`src/rtl/riscv_pkg.sv`:
```
// Shared fetch-path types and constants for the instruction prefetch queue.
package riscv_pkg;

  localparam int          XLEN    = 32;
  localparam int          INST_W  = 32;
  localparam logic [31:0] PC_STEP = 32'd4;

  // One queued fetch result: the instruction word and the address it came from.
  typedef struct packed {
    logic [INST_W-1:0] inst;
    logic [XLEN-1:0]   pc;
  } fetch_entry_t;

  // Fetch addresses are always word aligned; low bits of a target are dropped.
  function automatic logic [XLEN-1:0] align_pc(input logic [XLEN-1:0] pc);
    return {pc[XLEN-1:2], 2'b00};
  endfunction

endpackage

```
`src/rtl/pf_fifo.sv`:
```
// Generic synchronous FIFO with flush. Pointers carry one extra MSB so that
// full (MSBs differ, index equal) and empty (pointers equal) are distinct.
// A write while full is accepted when a read happens in the same cycle.
module pf_fifo #(
  parameter int WIDTH = 64,
  parameter int DEPTH = 4
) (
  input  logic                   clk,
  input  logic                   rst,
  input  logic                   flush,
  input  logic                   wr_en,
  input  logic [WIDTH-1:0]       wr_data,
  input  logic                   rd_en,
  output logic [WIDTH-1:0]       rd_data,
  output logic                   empty,
  output logic                   full,
  output logic [$clog2(DEPTH):0] count
);

  localparam int AW = $clog2(DEPTH);

  logic [AW:0]      wr_ptr_q, wr_ptr_d;
  logic [AW:0]      rd_ptr_q, rd_ptr_d;
  logic [WIDTH-1:0] mem_q [DEPTH];
  logic             do_wr, do_rd;

  // Status flags, qualified handshakes and next pointer values.
  always_comb begin
    empty    = (wr_ptr_q == rd_ptr_q);
    full     = (wr_ptr_q[AW] != rd_ptr_q[AW]) &&
               (wr_ptr_q[AW-1:0] == rd_ptr_q[AW-1:0]);
    count    = wr_ptr_q - rd_ptr_q;
    rd_data  = mem_q[rd_ptr_q[AW-1:0]];
    do_rd    = rd_en && !empty;
    do_wr    = wr_en && (!full || do_rd);
    wr_ptr_d = wr_ptr_q;
    rd_ptr_d = rd_ptr_q;
    if (flush) begin
      wr_ptr_d = '0;
      rd_ptr_d = '0;
    end else begin
      if (do_wr) wr_ptr_d = wr_ptr_q + 1'b1;
      if (do_rd) rd_ptr_d = rd_ptr_q + 1'b1;
    end
  end

  // Pointer registers with synchronous reset.
  always_ff @(posedge clk) begin
    if (rst) begin
      wr_ptr_q <= '0;
      rd_ptr_q <= '0;
    end else begin
      wr_ptr_q <= wr_ptr_d;
      rd_ptr_q <= rd_ptr_d;
    end
  end

  // Storage array; contents need no reset since the pointers gate visibility.
  always_ff @(posedge clk) begin
    if (do_wr && !flush) mem_q[wr_ptr_q[AW-1:0]] <= wr_data;
  end

endmodule

```
`src/rtl/instr_prefetch_queue.sv`:
```
// Instruction prefetch queue: issues sequential word fetches, tags returning
// words with their PC, buffers them for decode and discards responses that
// belong to fetches made before a redirect or reset.
// Optional feature: define PREFETCH_BYPASS_EN to let a response reach decode
// in its arrival cycle when the queue is empty.
//
// Handshakes: a request transfers when imem_req_valid && imem_req_ready; a
// response is taken whenever imem_rsp_valid is high (no backpressure); an
// instruction is consumed when inst_valid && inst_ready.
module instr_prefetch_queue
  import riscv_pkg::*;
#(
  parameter int          DEPTH    = 4,
  parameter logic [31:0] RESET_PC = 32'h0
) (
  input  logic        clk,
  input  logic        rst,
  output logic        imem_req_valid,
  output logic [31:0] imem_req_addr,
  input  logic        imem_req_ready,
  input  logic        imem_rsp_valid,
  input  logic [31:0] imem_rsp_data,
  input  logic        redirect,
  input  logic [31:0] redirect_pc,
  output logic        inst_valid,
  output logic [31:0] inst,
  output logic [31:0] inst_pc,
  input  logic        inst_ready
);

  localparam int            CW      = $clog2(DEPTH) + 1;
  localparam logic [CW+1:0] DEPTH_W = (CW+2)'(DEPTH);
  localparam logic [CW:0]   DEPTH_C = (CW+1)'(DEPTH);

  logic [XLEN-1:0] fpc_q, fpc_d;       // next fetch address
  logic [XLEN-1:0] rsp_pc_q, rsp_pc_d; // PC of the next live response
  logic [CW-1:0]   out_q, out_d;       // live requests still in flight
  logic [CW-1:0]   drop_q, drop_d;     // stale responses still to discard
  logic            hold_q;             // cycle after reset: stay quiet

  fetch_entry_t    fifo_wdata, fifo_rdata;
  logic            fifo_wr, fifo_rd, fifo_empty, fifo_full;
  logic [CW-1:0]   fifo_count;

  logic            req_fire, rsp_tracked, rsp_live, enq_ok, bypass, deq;
  logic [CW+1:0]   budget;
  logic [CW:0]     inflight_nxt;
  logic [CW-1:0]   drop_load;

  // Request gating, response classification and decode-side outputs.
  always_comb begin
    // Stale in-flight fetches are counted too, so total traffic never
    // exceeds the queue space even across back-to-back redirects.
    budget         = {2'b00, out_q} + {2'b00, drop_q} + {2'b00, fifo_count};
    imem_req_valid = !rst && !hold_q && !redirect && (budget < DEPTH_W);
    imem_req_addr  = fpc_q;
    req_fire       = imem_req_valid && imem_req_ready;
    rsp_live       = imem_rsp_valid && (drop_q == '0);
    enq_ok         = rsp_live && !redirect && !rst;
`ifdef PREFETCH_BYPASS_EN
    bypass         = fifo_empty && enq_ok;
`else
    bypass         = 1'b0;
`endif
    inst_valid     = !rst && !hold_q && (!fifo_empty || bypass);
    inst           = bypass ? imem_rsp_data : fifo_rdata.inst;
    inst_pc        = bypass ? rsp_pc_q      : fifo_rdata.pc;
    deq            = inst_valid && inst_ready && !redirect;
    fifo_rd        = deq && !fifo_empty;
    fifo_wr        = enq_ok && !(bypass && deq) && (!fifo_full || fifo_rd);
    fifo_wdata.inst = imem_rsp_data;
    fifo_wdata.pc   = rsp_pc_q;
  end

  // Next fetch PC, response PC tag and in-flight bookkeeping.
  always_comb begin
    // A response with nothing tracked in flight is ignored by the counters.
    rsp_tracked  = imem_rsp_valid && ((out_q != '0) || (drop_q != '0));
    inflight_nxt = {1'b0, out_q} + {1'b0, drop_q}
                 + {{CW{1'b0}}, req_fire} - {{CW{1'b0}}, rsp_tracked};
    // Legal traffic never exceeds DEPTH; a larger value only comes from
    // uninitialised state at power-up and is cleared instead of trusted.
    drop_load    = (inflight_nxt > DEPTH_C) ? '0 : inflight_nxt[CW-1:0];
    fpc_d        = fpc_q;
    rsp_pc_d     = rsp_pc_q;
    out_d        = out_q;
    drop_d       = drop_q;
    if (redirect) begin
      // Everything in flight becomes stale; the queue is flushed in the FIFO.
      fpc_d    = align_pc(redirect_pc);
      rsp_pc_d = align_pc(redirect_pc);
      out_d    = '0;
      drop_d   = drop_load;
    end else begin
      if (req_fire) fpc_d    = fpc_q + PC_STEP;
      if (enq_ok)   rsp_pc_d = rsp_pc_q + PC_STEP;
      if (imem_rsp_valid && (drop_q != '0)) drop_d = drop_q - 1'b1;
      out_d = out_q + {{(CW-1){1'b0}}, req_fire}
                    - {{(CW-1){1'b0}}, (rsp_live && (out_q != '0))};
    end
  end

  // State registers; reset discards in-flight fetches like a redirect.
  always_ff @(posedge clk) begin
    if (rst) begin
      fpc_q    <= RESET_PC;
      rsp_pc_q <= RESET_PC;
      out_q    <= '0;
      drop_q   <= drop_load;
      hold_q   <= 1'b1;
    end else begin
      fpc_q    <= fpc_d;
      rsp_pc_q <= rsp_pc_d;
      out_q    <= out_d;
      drop_q   <= drop_d;
      hold_q   <= 1'b0;
    end
  end

  pf_fifo #(
    .WIDTH ($bits(fetch_entry_t)),
    .DEPTH (DEPTH)
  ) u_fifo (
    .clk     (clk),
    .rst     (rst),
    .flush   (redirect),
    .wr_en   (fifo_wr),
    .wr_data (fifo_wdata),
    .rd_en   (fifo_rd),
    .rd_data (fifo_rdata),
    .empty   (fifo_empty),
    .full    (fifo_full),
    .count   (fifo_count)
  );

endmodule

```
`config.mk`:
```
export PLATFORM = sky130hd
export DESIGN_NAME = instr_prefetch_queue
export DESIGN_NICKNAME = d
export VERILOG_FILES = /design/src/rtl/riscv_pkg.sv /design/src/rtl/pf_fifo.sv /design/src/rtl/instr_prefetch_queue.sv
export SDC_FILE = /design/constraint.sdc
export NUM_CORES = 1
export LEC_CHECK = 0
export BUFFER_PORTS_ARGS = -buffer_cell sky130_fd_sc_hd__buf_2
export CAP_MARGIN = 40
export CORE_MARGIN = 2
export CORE_UTILIZATION = 58
export DETAILED_ROUTE_END_ITERATION = 7
export GPL_ROUTABILITY_DRIVEN = 0
export PLACE_DENSITY = 0.87
export SLEW_MARGIN = 5
export SYNTH_ARGS = -nofsm -noshare
export SYNTH_HDL_FRONTEND = slang
export SYNTH_SLANG_ARGS = --single-unit
```
`constraint.sdc`:
```
create_clock -name clk -period 5 [get_ports clk]
set_clock_uncertainty 0.05 [all_clocks]
set_input_delay 1 -clock clk [delete_from_list [all_inputs] [get_ports clk]]
set_output_delay 1 -clock clk [all_outputs]
set_load 0.005 [all_outputs]
```
==> results.yml, run 1 <==
run_status:
  outcome: "completed"
power_and_ir_drop:
  p_switching_w: 0.00135
  ir_drop_v: 0.000231
  switching_share: 0.227
  pwr-share-seq: 0.514
  internal-power_w: 0.00461
  powerDensity_nw_per_um2: 375
  p_leak_nw: 5.47
  power.share.clock: 0.400
  pwr-share-comb: 0.086
timing:
  fin_ws_ns: 0.324
  min_period_ns: 4.68
  finalSetupViolCount: 0
  slew_violations: 0
  hold_violations: 0
  setup_tns_ns: 0
  worstMarginPinSlew_ns: 0.778
  finalCritPeriodShare: 0.935
  max_freq_mhz: 214
  rsz0062_at_grt: "false"
  max_slew_margin: 0.477
yosys:
  yosysTopAreaCell: "edfxtp_1"
  ys_seq_area_frac: 0.659
  synth-compound-area-share: 0.0666
  synth_xor_area_frac: 0.0186
  syn_inst: 893
  ys_async_sr_fraction: 0
  synth_edf_count: 251
  synthMuxAreaShare: 0.105
  synth-simple-area-share: 0.0961
  yosys_most_used_dff: "edfxtp_1"
  yosys-top-cells-area: "edfxtp_1 55%, dfxtp_1 11%, mux4_2 10%"
  synth_top_family_by_area: "multiplexers"
  synth_top_area_share: 0.553
  synth_cell_types: 76
  postSynthAreaPerCell_um2: 15.3
  synthesis.area_um2: 13600
  synth_seq_cells: 323
  synth-adder-area-share: 0.0286
  ys_warn_count: 0
die:
  start_util: 0.586
  dieHeight_um: 157
  rows: 56
  dieArea_um2: 24700
  die_w_um: 157
  coreArea_um2: 23300
  num_io_pins: 168
critical_path:
  rr_endpoint: "drop_q[0]"
  start_kind: "flop"
  crit_required_ns: 3.95
  worstPathArrival_ns: 3.63
  ff2ff_path_depth: 17
  cp_max_fo: 7
  timing.rr.start: "u_fifo.wr_ptr_q[0]"
  criticalPathCategory: "reg -> out"
  r2r_slack_ns: 0.35
  cp-end-kind: "output port"
clocking:
  clock-sinks: 323
  post-cts-setup-buffer-count: 0
  clk_latency_ns: 0.50
  cts_tree: "done"
  cts_max_level: 2
  clockBufferDepth: 3
  clk_pin_slew_ns: 0.06
  cts_root_buf: "clkbuf_16"
  cts_made_buffers: 34
route:
  vias: 8431
  drtIter0Drc: 804
  antenna_left: 0
  finalWirelength_um: 28600
  vias_per_cell: 6.00
  first_pass_iters: 5
  wl_per_cell_um: 20.4
  drc_errors: 0
cells_and_area:
  layout.nets: 1159
  drive_gt1_frac: 0.293
  areaGrowthSynthToFinish_pct: 16.6
  finalInstanceArea_um2: 15900
  final_cells: 1405
global_routing:
  grt_max_degree: 64
  antenna_found_initial: 0
  grt_pass1_wl_um: 44900
  overflow: 0
  grt_pass1_vias: 8313
  grt.total_usage: 0.235
placed_design:
  io_buffers: 161
  dp_hpwl_um: 18100
  preCtsSetupSlack_ns: 0.356
  dp.cells: 1345
  post_dp_cell_area_um2: 14800
hold_path:
  worst_hold_startpoint: "imem_req_addr[31]"
  min-delay-path-class: "reg -> reg"
  hold_end: "imem_req_addr[31]"
  min_path_cells: 2
run:
  max_cap_violations: 0
## how the worst max path moves through the flow
stage                             startpoint        endpoint  cells past startpoint
after floorplan           u_fifo.wr_ptr_q[0]       drop_q[0]                     18
after global placement    u_fifo.wr_ptr_q[0]        out_q[2]                     18
after detailed placement  u_fifo.wr_ptr_q[0]        out_q[2]                     18
after CTS                 u_fifo.wr_ptr_q[0]  imem_req_valid                     11
after global routing      u_fifo.wr_ptr_q[0]       drop_q[1]                     17
final                     u_fifo.wr_ptr_q[0]  imem_req_valid                     11
## power by group through the flow
stage | Sequential (W) | Clock [W] | Combinational [W]
final | 0.00307 | 0.00239 | 0.000510
after detailed placement | 0.00312 | 0 | 0.000498
after CTS | 0.00307 | 0.00243 | 0.000505
after global routing | 0.00308 | 0.00253 | 0.000565
after global placement | 0.00312 | 0 | 0.000479
after floorplan | 0.00310 | 0 | 0.000333
## per-stage QoR
step	utilization	hold slack [ns]	total power, W
after CTS	0.683	0.435	0.00600
after detailed placement	0.637	0.426	0.00362
final	0.683	0.441	0.00597
after global routing	0.683	0.455	0.00617
after floorplan	-	0.411	0.00343
after global placement	0.636	0.411	0.00360
## cell families after synthesis
logic type               count (synthesis)
AO/OA/AOI/OAI                          130
buffers and inverters                   79
flip-flops                             323
adder cells (fa/ha/maj)                 27
other                                    1
multiplexers                            66
AND/OR/NAND/NOR                        238
XOR/XNOR                                29
## synth_stat cells, types with 13 or more instances
cell,instances
dfxtp_1,72
ha_1,20
nand3_1,25
nand4_1,27
o21ai_0,13
edfxtp_1,251
and2_1,16
clkbuf_1,29
a31oi_1,15
inv_1,27
mux4_2,62
a21oi_1,25
nor2_1,46
nand2_1,50
xnor2_1,17
## routing by layer
layer	vias to the layer above	wire (um)	global-route usage	share of wire
met2	370	13700	0.384	0.48
met5	-	0	0	0
met1	4167	12400	0.329	0.43
li1	3862	-	-	-
met3	32	2110	0.0452	0.074
met4	0	425	0.0597	0.015
## state kept, by name (all words and copies together), names as in the netlist, named ones only
register         flops
u_fifo.mem_q       248
imem_req_addr       30
rsp_pc_q            30
drop_q               3
out_q                3
u_fifo.rd_ptr_q      3
u_fifo.wr_ptr_q      3
hold_q               1
## final cells by class
class / count / area [um^2]
Tap cell: 319 / 399
Timing Repair Buffer: 180 / 1020
Sequential cell: 323 / 8980
Antenna cell: 1 / 2.50
Fill cell: 1589 / 7370
Inverter: 29 / 109
Clock inverter: 17 / 139
Multi-Input combinational cell: 494 / 4330
Clock buffer: 42 / 912
## cell usage in the layout (no fill, tap or decap), types with 7 or more instances in the layout
master / synthesis / layout
and2_1: 16 / 12
nor2_1: 46 / 46
fa_1: 7 / 7
a21oi_1: 25 / 25
o21ai_0: 13 / 13
xnor2_1: 17 / 17
a31oi_1: 15 / 15
or4_1: 9 / 9
nand3_1: 25 / 25
nor4_1: 9 / 9
xor2_1: 12 / 12
ha_1: 20 / 20
dfxtp_1: 72 / 70
clkinv_2: 0 / 8
nand2_1: 50 / 50
mux4_2: 62 / 62
inv_1: 27 / 27
nor2b_1: 8 / 8
buf_4: 8 / 14
nor3_1: 9 / 9
clkbuf_16: 0 / 35
nand4_1: 27 / 27
o22ai_1: 7 / 7
buf_2: 10 / 161
edfxtp_1: 251 / 251
a211oi_1: 8 / 8
## critical path, cell delays in order (launching register included)
cell and delay (ns):
dfxtp_1 0.40, inv_1 0.12, ha_1 0.20, fa_1 0.48, inv_1 0.05, fa_1 0.50, o21ai_0 0.11, fa_1 0.38
or3b_1 0.39, o21ai_2 0.14, and3_1 0.23, buf_2 0.12
## repair_timing
action / in CTS / in global routing
hold buffers: 0 / 0
endpoints found under the hold margin: 0 / 0
gates resized for setup: 0 / 2
setup endpoints to repair: 0 / 3
Note: power is estimated with default switching activity, not from simulation.
==> run 2: changes to the inputs <==
--- a/config.mk
+++ b/config.mk
@@ -7,7 +7,7 @@
 export LEC_CHECK = 0
 export BUFFER_PORTS_ARGS = -buffer_cell sky130_fd_sc_hd__buf_2
 export CAP_MARGIN = 40
-export CORE_MARGIN = 2
+export CORE_MARGIN = 3
 export CORE_UTILIZATION = 58
 export DETAILED_ROUTE_END_ITERATION = 7
 export GPL_ROUTABILITY_DRIVEN = 0
==> run 2 against run 1 <==
  * Combinational power is 4.1% higher
  * Hold slack worse by 0.015 ns
  * Count of clock-buffer cells in the layout grew 9
==> results.yml, run 2 (synthesis gave the netlist of run 1 again) <==
critical_path:
  crit_required_ns: 3.95
  cp-end-kind: "output port"
  cp_max_fo: 7
  path_delay_family: "adder cells"
  worstPathArrival_ns: 3.74
  slowest_stage: "fa_1"
  critPathBufInv: 3
  cpPeakStageDelay_ns: 0.56
  start_kind: "flop"
  crit_chain: "inv_1, ha_1, fa_1, inv_1, fa_1, o21ai_0, fa_1, or3b_1, o21ai_2, and3_1, buf_2"
  cp_common_cell: "fa_1"
  criticalPathCategory: "reg -> out"
route:
  drtIter0Drc: 870
  vias: 8550
  finalWirelength_um: 29000
  antenna_left: 0
  wl_per_cell_um: 20.8
  first_pass_iters: 5
  drc_errors: 0
  vias_per_cell: 6.13
cells_and_area:
  drive_gt1_frac: 0.294
  finish.utilization: 0.693
  final_cell_mix: "251 x edfxtp_1, 161 x buf_2, 69 x dfxtp_1"
  multi_input_comb_area_um2: 4350
  layout.nets: 1154
  regArea_um2: 8980
  layout_commonest_cell: "edfxtp_1"
  diodes: 0
  areaGrowthSynthToFinish_pct: 16.2
  fill_cells: 1518
  largest_reg_flops: 248
die:
  rows: 55
  num_io_pins: 168
  start_util: 0.597
  dieArea_um2: 25400
  die_w_um: 159
  dieHeight_um: 159
  coreArea_um2: 22800
timing:
  worstMarginPinSlew_ns: 0.848
  min_period_ns: 4.79
  slew_violations: 0
  finalCritPeriodShare: 0.959
  fin_hold_ws_ns: 0.426
  finalSetupViolCount: 0
  max_freq_mhz: 209
  setup_tns_ns: 0
  rsz0062_at_grt: "false"
  max_slew_margin: 0.429
  hold_violations: 0
global_routing:
  grt_max_degree: 63
  overflow: 0
  grt_pass1_wl_um: 46100
  grt.total_usage: 0.225
  antenna_found_initial: 1
  grt_pass1_vias: 8260
run_status:
  outcome: "completed"
clocking:
  clock-sinks: 323
  cts_max_level: 1
  clockBufferDepth: 3
  cts_hold_buf: 0
  clk_pin_slew_ns: 0.06
  cts_made_buffers: 31
  cts_root_buf: "clkbuf_16"
  clk_latency_ns: 0.56
  cts_tree: "done"
power_and_ir_drop:
  ir_drop_v: 0.000230
  powerDensity_nw_per_um2: 371
  p_leak_nw: 5.43
placed_design:
  io_buffers: 161
  dp_hpwl_um: 18200
run:
  max_cap_violations: 0
hold_path:
  min-delay-path-class: "reg -> reg"
[run 2: cell count changes in the layout (fill, tap and decap cells not counted), moves of 2 or more]
cell	delta
clkbuf_16	-4
clkbuf_8	+4
clkinvlp_4	+2
clkbuf_1	+5
buf_4	-2
clkinv_1	-5
clkbuf_2	+3
clkinv_2	-6
[run 2: final cells by class]
cell class / instances / share of cell area
flip-flops and latches: 323 / 0.567
multi-input cells: 494 / 0.275
repair buffers: 178 / 0.0633
clock buffers: 51 / 0.0573
well taps: 313 / 0.0247
inverters: 29 / 0.00687
clock inverters: 7 / 0.00592
[run 2: through the flow]
stage	total power, W	instances	instance area, um^2	worst slack [ns]
final	0.00587	1395	15800	0.207
after global routing	0.00608	1395	15800	0.0563
after CTS	0.00588	1395	15800	0.0942
after detailed placement	0.00363	1337	14800	0.170
after global placement	0.00359	1335	14800	0.373
after floorplan	0.00343	896	13600	0.489
[run 2: power by group]
part	switching, W	internal (W)	total, W
Clock	0.000933	0.00134	0.00227
Combinational	0.000297	0.000234	0.000531
Sequential	0.0000855	0.00298	0.00307
[run 2: final timing paths]
path                       from           endpoint  slack, ns  depth (start not counted)
min reg2reg   imem_req_addr[31]  imem_req_addr[31]       0.43                          2
max          u_fifo.wr_ptr_q[0]     imem_req_valid       0.21                         11
min           imem_req_addr[31]  imem_req_addr[31]       0.43                          2
max reg2reg  u_fifo.wr_ptr_q[0]          drop_q[0]       0.24                         17
[run 2: repair_timing]
item / in CTS / in global routing
setup endpoints to repair: 1 / 5
gates resized for setup: 1 / 5
setup buffers: 0 / 0
[run 2: tightest hold or removal path: stages (launching register included)]
cell and delay [ns]:
dfxtp_1 0.32, nand2_1 0.06, o21bai_1 0.05
[run 2: metal layers]
metal	up-vias	global-route usage	share of wire
li1	3846	-	-
met1	4175	0.343	0.42
met2	458	0.347	0.46
met3	69	0.0354	0.089
met4	2	0.0581	0.023
met5	-	0	0.00045
==> run 3: changes to the inputs <==
--- a/config.mk
+++ b/config.mk
@@ -12,6 +12,7 @@
 export DETAILED_ROUTE_END_ITERATION = 7
 export GPL_ROUTABILITY_DRIVEN = 0
 export PLACE_DENSITY = 0.87
+export REMOVE_ABC_BUFFERS = 1
 export SLEW_MARGIN = 5
 export SYNTH_ARGS = -nofsm -noshare
 export SYNTH_HDL_FRONTEND = slang
==> run 3 against run 2 <==
  * Count of clock-buffer cells in the layout decreased by 6
  * Critical path type unchanged
  * Combinational power decreased by 5.3%
  * Via count increased by 0.29%
  * Clock power decreased by 4%
  * Flip-flop and latch count unchanged
  * Setup slack improved by 0.051 ns
  * Critical endpoint unchanged
  * Register-to-register slack improved by 0.12 ns
  * Sequential share of layout area increased by 0.21 points
  * Non-clock buffer count increased by 3
  * Wire length increased by 2.0%
==> results.yml, run 3 (synthesis gave the netlist of run 1 again) <==
placed_design:
  io_buffers: 161
  dp.cells: 1340
  dp_hpwl_um: 18500
die:
  rows: 55
  coreArea_um2: 22800
  dieHeight_um: 159
  die_w_um: 159
  num_io_pins: 168
  start_util: 0.597
  dieArea_um2: 25400
route:
  antenna_left: 0
  vias_per_cell: 6.13
  drtIter0Drc: 855
  vias: 8575
  drc_errors: 0
  finalWirelength_um: 29600
  first_pass_iters: 5
  wl_per_cell_um: 21.2
power_and_ir_drop:
  power_w: 0.00576
  p_leak_nw: 5.42
  powerDensity_nw_per_um2: 365
  ir_drop_v: 0.000255
timing:
  rsz0062_at_grt: "false"
  max_freq_mhz: 211
  fin_hold_ws_ns: 0.425
  worstMarginPinSlew_ns: 0.791
  finalCritPeriodShare: 0.948
  slew_violations: 0
  setup_tns_ns: 0
  finalSetupViolCount: 0
  min_period_ns: 4.74
  max_slew_margin: 0.468
  hold_violations: 0
clocking:
  cts_hold_buf: 0
  clock-sinks: 323
  cts_tree: "done"
  clockBufferDepth: 3
  cts_made_buffers: 31
  clk_pin_slew_ns: 0.07
  clk_latency_ns: 0.55
  cts_max_level: 1
  cts_root_buf: "clkbuf_16"
run:
  max_cap_violations: 0
cells_and_area:
  largest_reg_flops: 248
  finish.utilization: 0.691
  drive_gt1_frac: 0.292
  diodes: 0
  layout.nets: 1157
  areaGrowthSynthToFinish_pct: 15.8
  final_cells: 1398
  final_cell_mix: "251 x edfxtp_1, 161 x buf_2, 69 x dfxtp_1"
  layout_commonest_cell: "edfxtp_1"
critical_path:
  r2r_slack_ns: 0.36
  timing.rr.start: "u_fifo.wr_ptr_q[0]"
  ff2ff_path_depth: 18
  crit_required_ns: 3.95
  rr_endpoint: "drop_q[0]"
  criticalPathCategory: "reg -> out"
  start_kind: "flop"
  worstPathArrival_ns: 3.69
  cp-end-kind: "output port"
  cp_max_fo: 6
hold_path:
  min_path_cells: 2
  min-delay-path-class: "reg -> reg"
  hold_end: "imem_req_addr[31]"
  worst_hold_startpoint: "imem_req_addr[31]"
run_status:
  outcome: "completed"
global_routing:
  antenna_found_initial: 0
  overflow: 0
  grt_pass1_vias: 8341
  grt.total_usage: 0.229
  grt_max_degree: 63
  grt_pass1_wl_um: 46400
==> run 3: cell count changes in the layout (fill, tap and decap cells not counted), sizes merged <==
cell / delta
clkinvlp: -1
bufinv: -2
buf: +3
clkbuf: -6
clkinv: +9
==> run 3: how the worst max path moves through the flow <==
stage / from / endpoint / slack [ns] / cells past startpoint
floorplan: u_fifo.wr_ptr_q[0] / drop_q[0] / 0.36 / 17
global placement: u_fifo.wr_ptr_q[0] / drop_q[0] / 0.44 / 18
detailed placement: u_fifo.wr_ptr_q[0] / drop_q[0] / 0.36 / 18
CTS: u_fifo.wr_ptr_q[0] / imem_req_valid / 0.18 / 12
global route: u_fifo.wr_ptr_q[0] / imem_req_valid / 0.06 / 12
finish: u_fifo.wr_ptr_q[0] / imem_req_valid / 0.26 / 12
==> run 3: power breakdown <==
group | total [W] | switching [W] | internal (W)
logic | 0.000503 | 0.000278 | 0.000225
registers | 0.00307 | 0.0000886 | 0.00298
clock network | 0.00218 | 0.000954 | 0.00123
==> run 3: timing repair <==
item                       in CTS  in global routing
resized for setup               0                  1
buffers inserted                0                  0
setup endpoints to repair       0                  1
==> run 3: cell type report <==
class	instances	area, um^2
multi-input cells	494	4320
inverters	29	109
flip-flops and latches	323	8980
clock inverters	13	71.3
fillers	1546	7060
repair buffers	181	1020
clock buffers	45	888
well taps	313	392
==> run 3: routing by layer <==
| layer | global-route usage | share of wire |
|---|---|---|
| met1 | 0.332 | 0.41 |
| met2 | 0.371 | 0.48 |
| met3 | 0.0364 | 0.088 |
| met4 | 0.0601 | 0.026 |
| met5 | 0 | 0 |
==> run 3: worst max-delay path, stage by stage (launching register included) <==
cell and delay [ns]:
dfxtp_2 0.36, inv_1 0.09, ha_1 0.20, fa_1 0.38, xnor2_1 0.15, fa_1 0.51
inv_1 0.07, fa_1 0.43, or3b_1 0.38, o21ai_1 0.14, buf_4 0.18, and3_1 0.15
buf_2 0.12
==> run 3: through the flow <==
step                instance area (um^2)  worst slack, ns
floorplan                          13400            0.360
CTS                                15800            0.180
global placement                   14800            0.436
finish                             15800            0.258
detailed placement                 14800            0.361
global route                       15800           0.0580
